==> src/rtl/uart_rx_cfg_if.sv <==
// Serial-side and word-side signals of the configurable UART receiver.
// master drives the line, tick and run-time config; slave is the receiver.
interface uart_rx_cfg_if #(
  parameter int DBIT = 8
);
  logic            rx;
  logic            s_tick;
  logic            parity_en;
  logic            parity_odd;
  logic [DBIT-1:0] dout;
  logic            rx_done_tick;
  logic            parity_err;
  logic            frame_err;

  modport master (
    output rx, s_tick, parity_en, parity_odd,
    input  dout, rx_done_tick, parity_err, frame_err
  );

  modport slave (
    input  rx, s_tick, parity_en, parity_odd,
    output dout, rx_done_tick, parity_err, frame_err
  );
endinterface

==> src/rtl/uart_rx_cfg.sv <==
// Oversampled UART receiver: DBIT data bits, optional run-time parity, SB_TICK stop ticks.
// Define UART_RX_MAJORITY_EN for 3-sample majority voting of data/parity/stop bits.
module uart_rx_cfg #(
  parameter int DBIT    = 8,
  parameter int OSR     = 16,
  parameter int SB_TICK = 16
) (
  input  logic          clk,
  input  logic          reset,
  uart_rx_cfg_if.slave  bus
);
  localparam int SMAX = (OSR > SB_TICK) ? OSR : SB_TICK;
  localparam int SW   = $clog2(SMAX);
  localparam int NW   = $clog2(DBIT) + 1;

  localparam logic [SW-1:0] S_HALF = SW'(OSR / 2 - 1);
  localparam logic [SW-1:0] S_LAST = SW'(OSR - 1);
  localparam logic [SW-1:0] S_STOP = SW'(SB_TICK - 1);
  localparam logic [NW-1:0] N_LAST = NW'(DBIT - 1);

  typedef enum logic [2:0] {IDLE, START, DATA, PARITY, STOP} state_t;

  state_t          state_q, state_d;
  logic [1:0]      sync_q, sync_d;
  logic [SW-1:0]   s_q, s_d;
  logic [NW-1:0]   n_q, n_d;
  logic [DBIT-1:0] b_q, b_d;
  logic            pen_q, pen_d;
  logic            podd_q, podd_d;
  logic            perr_q, perr_d;
  logic            ferr_q, ferr_d;
  logic            done_q, done_d;
  logic            parity_err_q, parity_err_d;
  logic            frame_err_q, frame_err_d;
  logic            rx_s;
  logic            bit_val;

  assign rx_s = sync_q[1];

`ifdef UART_RX_MAJORITY_EN
  // hist_q[1] = sample at tick OSR-3, hist_q[0] = tick OSR-2; rx_s supplies tick OSR-1
  logic [1:0] hist_q, hist_d;

  always_comb begin
    hist_d = hist_q;
    if (bus.s_tick && (state_q == DATA || state_q == PARITY || state_q == STOP))
      hist_d = {hist_q[0], rx_s};
    bit_val = (hist_q[1] & hist_q[0]) | (hist_q[1] & rx_s) | (hist_q[0] & rx_s);
  end

  always_ff @(posedge clk or posedge reset) begin
    if (reset) hist_q <= 2'b11;
    else       hist_q <= hist_d;
  end
`else
  always_comb bit_val = rx_s;
`endif

  always_comb begin
    sync_d       = {sync_q[0], bus.rx};
    state_d      = state_q;
    s_d          = s_q;
    n_d          = n_q;
    b_d          = b_q;
    pen_d        = pen_q;
    podd_d       = podd_q;
    perr_d       = perr_q;
    ferr_d       = ferr_q;
    done_d       = 1'b0;
    parity_err_d = parity_err_q;
    frame_err_d  = frame_err_q;

    case (state_q)
      IDLE: begin
        pen_d  = bus.parity_en;
        podd_d = bus.parity_odd;
        if (!rx_s) begin
          state_d = START;
          s_d     = '0;
        end
      end
      START: if (bus.s_tick) begin
        if (s_q == S_HALF) begin
          if (!rx_s) begin
            state_d = DATA;
            s_d     = '0;
            n_d     = '0;
          end else begin
            state_d = IDLE;
          end
        end else begin
          s_d = s_q + 1'b1;
        end
      end
      DATA: if (bus.s_tick) begin
        if (s_q == S_LAST) begin
          b_d = {bit_val, b_q[DBIT-1:1]};
          s_d = '0;
          if (n_q == N_LAST) state_d = pen_q ? PARITY : STOP;
          else               n_d     = n_q + 1'b1;
        end else begin
          s_d = s_q + 1'b1;
        end
      end
      PARITY: if (bus.s_tick) begin
        if (s_q == S_LAST) begin
          perr_d  = (^b_q) ^ bit_val ^ podd_q;
          s_d     = '0;
          state_d = STOP;
        end else begin
          s_d = s_q + 1'b1;
        end
      end
      STOP: if (bus.s_tick) begin
        if (s_q == S_LAST) ferr_d = ~bit_val;
        if (s_q == S_STOP) begin
          // with SB_TICK == OSR the stop sample and frame end share a tick
          state_d      = IDLE;
          parity_err_d = pen_q & perr_q;
          frame_err_d  = (s_q == S_LAST) ? ~bit_val : ferr_q;
          done_d       = 1'b1;
        end else begin
          s_d = s_q + 1'b1;
        end
      end
      default: state_d = IDLE;
    endcase
  end

  always_ff @(posedge clk or posedge reset) begin
    if (reset) begin
      state_q      <= IDLE;
      sync_q       <= 2'b11;
      s_q          <= '0;
      n_q          <= '0;
      b_q          <= '0;
      pen_q        <= 1'b0;
      podd_q       <= 1'b0;
      perr_q       <= 1'b0;
      ferr_q       <= 1'b0;
      done_q       <= 1'b0;
      parity_err_q <= 1'b0;
      frame_err_q  <= 1'b0;
    end else begin
      state_q      <= state_d;
      sync_q       <= sync_d;
      s_q          <= s_d;
      n_q          <= n_d;
      b_q          <= b_d;
      pen_q        <= pen_d;
      podd_q       <= podd_d;
      perr_q       <= perr_d;
      ferr_q       <= ferr_d;
      done_q       <= done_d;
      parity_err_q <= parity_err_d;
      frame_err_q  <= frame_err_d;
    end
  end

  assign bus.dout         = b_q;
  assign bus.rx_done_tick = done_q;
  assign bus.parity_err   = parity_err_q;
  assign bus.frame_err    = frame_err_q;
endmodule

==> src/flat_wrapper.sv <==
// flat-port wrapper written by rule: the top's interface ports become plain ports
module uart_rx_cfg_flat 
#(
  parameter int DBIT    = 8,
  parameter int OSR     = 16,
  parameter int SB_TICK = 16
)
  (clk, reset, bus_rx, bus_s_tick, bus_parity_en, bus_parity_odd, bus_dout, bus_rx_done_tick, bus_parity_err, bus_frame_err);
  uart_rx_cfg_if #(.DBIT(DBIT)) bus_i ();
  input  logic clk;
  input  logic reset;
  input wire logic [$bits(bus_i.rx)-1:0] bus_rx;
  input wire logic [$bits(bus_i.s_tick)-1:0] bus_s_tick;
  input wire logic [$bits(bus_i.parity_en)-1:0] bus_parity_en;
  input wire logic [$bits(bus_i.parity_odd)-1:0] bus_parity_odd;
  output wire logic [$bits(bus_i.dout)-1:0] bus_dout;
  output wire logic [$bits(bus_i.rx_done_tick)-1:0] bus_rx_done_tick;
  output wire logic [$bits(bus_i.parity_err)-1:0] bus_parity_err;
  output wire logic [$bits(bus_i.frame_err)-1:0] bus_frame_err;
  assign bus_i.rx = bus_rx;
  assign bus_i.s_tick = bus_s_tick;
  assign bus_i.parity_en = bus_parity_en;
  assign bus_i.parity_odd = bus_parity_odd;
  assign bus_dout = bus_i.dout;
  assign bus_rx_done_tick = bus_i.rx_done_tick;
  assign bus_parity_err = bus_i.parity_err;
  assign bus_frame_err = bus_i.frame_err;
  uart_rx_cfg #(.DBIT(DBIT), .OSR(OSR), .SB_TICK(SB_TICK)) u_core (.clk(clk), .reset(reset), .bus(bus_i));
endmodule
==> config.mk <==
export PLATFORM = sky130hd
export DESIGN_NAME = uart_rx_cfg_flat
export DESIGN_NICKNAME = d
export VERILOG_FILES = /design/src/rtl/uart_rx_cfg_if.sv /design/src/rtl/uart_rx_cfg.sv /design/src/flat_wrapper.sv
export SDC_FILE = /design/constraint.sdc
export NUM_CORES = 1
export LEC_CHECK = 0
export BUFFER_PORTS_ARGS = -buffer_cell sky130_fd_sc_hd__buf_2
export CAP_MARGIN = 15
export CORE_ASPECT_RATIO = 1.2
export CORE_MARGIN = 2
export CORE_UTILIZATION = 35
export CTS_CLUSTER_SIZE = 8
export DETAILED_ROUTE_END_ITERATION = 8
export GPL_ROUTABILITY_DRIVEN = 0
export PLACE_DENSITY_LB_ADDON = 0.25
export SETUP_SLACK_MARGIN = 0.05
export SLEW_MARGIN = 30
export SYNTH_ARGS = -nofsm -noshare
export SYNTH_HDL_FRONTEND = slang
export SYNTH_SLANG_ARGS = --single-unit
==> constraint.sdc <==
create_clock -name clk -period 3.3 [get_ports clk]
set_clock_uncertainty 0.1 [all_clocks]
set_input_delay 0.495 -clock clk [delete_from_list [all_inputs] [get_ports clk]]
set_output_delay 0.495 -clock clk [all_outputs]
set_load 0.1 [all_outputs]
==> results.yml <==
outcome:
  outcome: "complete, no violations"
floorplan:
  boundaryPins: 17
  die_w_um: 62.5
  die_outline_area_um2: 4640
  initial_utilization_pct: 36.5
  core_um2: 3940
  vertical_die_dimension_um: 74.2
  placementRows: 25
detailed_routing:
  post_drt_wl_per_cell_um: 12.4
  drt_first_iter_violations: 17
  postRouteWirelength_mm: 2.56
  drc: 0
  ant_nets: 0
  drt_first_pass_iters: 4
  avgViaCountPerCell: 5.11
  total_vias_in_the_final_route: 1052
placement:
  dp_hpwl_mm: 1.90
  io_buffer_count: 16
  total_placed_cells_including_tap_cells: 202
setup_path:
  cp_cell_sequence: "ha_1, nand3b_1, a22oi_2, nor2_1, or4_4, mux2_4"
  worst-setup-path-type: "flop to flop"
  crit_arrival_ns: 2.22
  cp_max_stage_cell: "or4_4"
  rr_startpoint: "u_core.s_q[1]"
  timing.critical_path.required_ns: 3.36
  startpoint_type: "flop"
  setup.worst_path.end_class: "flop"
  r2r_cells: 6
  ff2ff_setup_slack_ns: 1.14
  critical_path.reg2reg.endpoint: "u_core.state_q[0]"
  critPathMaxStageDelay_ns: 0.57
  critical_path_maximum_fanout: 5
synthesis:
  synthesis.nets: 145
  synth_top_cells_by_count: "25 x dfrtp_1, 13 x o21ai_0, 11 x nand2_1, 11 x nor2_1"
  synthesis_stage_register_bit_count: 27
  synth.yosys.warnings: 0
  mappedNetlistArea_um2: 1440
  synth_largest_type_area_fraction_pct: 43.5
  postSynthAreaPerCell_um2: 10.5
  post_synth_inst_count: 137
  synth_top_cell_by_area: "dfrtp_1"
  async_set_or_reset_flop_fraction_in_the_synthesized_netlist_pct: 100
  synth_sequential_area_ratio_pct: 47.1
  synth_edf_count: 0
  yosys.cell_count.top_type: "dfrtp_1"
  synth.area.top_cells: "dfrtp_1 43%, mux2_2 7.8%, xnor2_1 6.1%, o21ai_0 4.5%, dfstp_2 3.7%"
  synth-main-ff-cell: "dfrtp_1"
  post_synth_num_cell_types: 41
sta:
  setup-violations-final: 0
  setup_tns_ns: 0
  timing.final.max_slew_violations: 0
  rsz_0062_raised_after_global_routing: "no"
  relative_slew_margins_pct: 63.9
  final.min_clock_period_ns: 2.16
  finalHoldViolCount: 0
  worst_pin_slew_ns: 0.541
  fmax_mhz: 463
  final_min_period_over_clock_period_pct: 65.4
  whs_ns: 0.161
clock_tree:
  cts_resized: 0
  tritoncts: "done"
  cts.repair_timing.setup_buffer_count: 0
  clock_sink_count: 27
  cts_root_buf: "clkbuf_8"
  clkSlewWorstSetupHoldPaths_ns: 0.09
  cts_hold_buffers: 0
  clock_latency_ns: 0.27
  h-tree-depth: 1
  cts_buffer_depth: 2
  numCtsBuffers: 3
final_layout:
  drive_above_1_share_pct: 27.6
  multiInputGateArea_um2: 698
  fillers: 428
  finish.net_count: 161
  syn_to_final_growth_pct: 10.4
  post_layout_nonfiller_instances: 206
  seq_area_um2: 678
  antenna_cells: 0
pwr:
  cellLeakagePower_nw: 0.739
  clock_power_share_pct: 17.6
  p_int_uw: 655
  power.switching_uw: 388
  vdd_drop_max_uv: 334
  seq_power_share_pct: 45.4
  post-layout-total-power_mw: 1.04
  combPwrFrac_pct: 37.0
  swShare_pct: 37.2
  power.density_nw_per_um2: 656
grt:
  largest_net_degree_at_the_start_of_global_routing: 28
  grt.total_usage_pct: 12.2
  grt_first_pass_wirelength_mm: 4.52
  antenna_found_initial: 0
  overflow: 0
  grt_pass1_vias: 1015
run:
  total_of_max_cap_violations: 0
min_path:
  hold_class: "input port to async pin"
cell type report:
type	instances	share of cell area [%]
timing repair buffer	16	5.04
sequential	27	42.7
clock inverter	1	0.315
tap	54	4.25
multi-input combinational	100	43.9
inverter	5	1.18
clock buffer	3	2.60
flip-flops by register name, summed over array words and instances, names as in the netlist:
signal	flops
u_core.bus.frame_err	1
u_core.sync_q	2
u_core.bus.parity_err	1
u_core.n_q	4
u_core.state_q	3
u_core.pen_q	1
u_core.bus.dout	8
u_core.podd_q	1
u_core.perr_q	1
u_core.bus.rx_done_tick	1
u_core.s_q	4
routing by layer:
layer	GRT usage, %	part of all wire, %	vias up	wire, um
met5	0	0	-	0
met2	21.9	52	23	1320
met3	1.82	2.9	6	75
li1	-	-	512	-
met1	15.1	44	511	1130
met4	4.94	1.3	0	34
logic make-up (layout without fill, tap and decap cells):
logic type	Yosys count	count (layout)	share of synthesized area (%)
AOI/OAI and AO/OA	30	30	13.7
and+or+nand+nor	46	46	17.1
muxes	12	12	9.91
DFF	27	27	47.1
adders and majority gates	2	2	1.74
buffers and inverters	10	25	4.35
xor gates and xnor gates	10	10	6.09
cells in the final DEF (no fill, tap or decap), types with 2 or more instances in the layout:
master,synthesis,layout
dfrtp_1,25,25
buf_2,1,16
o21ai_0,13,13
nor2_1,11,11
nand2_1,11,11
mux2_2,10,10
xnor2_1,10,10
nor2b_1,4,4
nand3_1,4,4
inv_1,5,4
o31ai_1,3,3
a21oi_1,3,3
clkbuf_8,0,3
nand3b_1,2,2
o21bai_1,2,2
and2b_1,2,2
mux2_4,2,2
ha_1,2,2
dfstp_2,2,2
critical path: cells and delay by family, from the launching register on:
kind / cells / cell delay [ns]
AOI/OAI and AO/OA: 1 / 0.22
DFF: 1 / 0.40
adders and majority gates: 1 / 0.23
muxes: 1 / 0.31
and+or+nand+nor: 3 / 0.79
through the flow:
stage	setup slack, ns	utilization, %	cell area (um^2)
3_5_place_dp	1.16	39.1	1540
6_report	1.14	40.3	1590
3_3_place_gp	1.20	39.1	1540
4_1_cts	1.14	40.3	1590
5_1_grt	1.03	40.3	1590
2_1_floorplan	1.28	-	1440
power groups by stage:
| stage | logic [mW] | clock network, mW | registers (mW) |
|---|---|---|---|
| finish | 0.386 | 0.184 | 0.473 |
| global route | 0.436 | 0.207 | 0.486 |
| CTS | 0.390 | 0.191 | 0.471 |
| detailed placement | 0.388 | 0 | 0.478 |
| global placement | 0.379 | 0 | 0.473 |
| floorplan | 0.371 | 0 | 0.452 |
worst max path at each step:
| stage | start | endpoint | slack, ns |
|---|---|---|---|
| after global placement | u_core.s_q[0] | u_core.state_q[0] | 1.20 |
| after detailed placement | u_core.state_q[2] | u_core.n_q[3] | 1.16 |
| after CTS | u_core.s_q[0] | u_core.state_q[0] | 1.14 |
| after global routing | u_core.s_q[1] | u_core.state_q[0] | 1.03 |
| after floorplan | u_core.s_q[0] | u_core.state_q[0] | 1.28 |
| final | u_core.s_q[1] | u_core.state_q[0] | 1.14 |
Power figures use the tool's default switching activity.
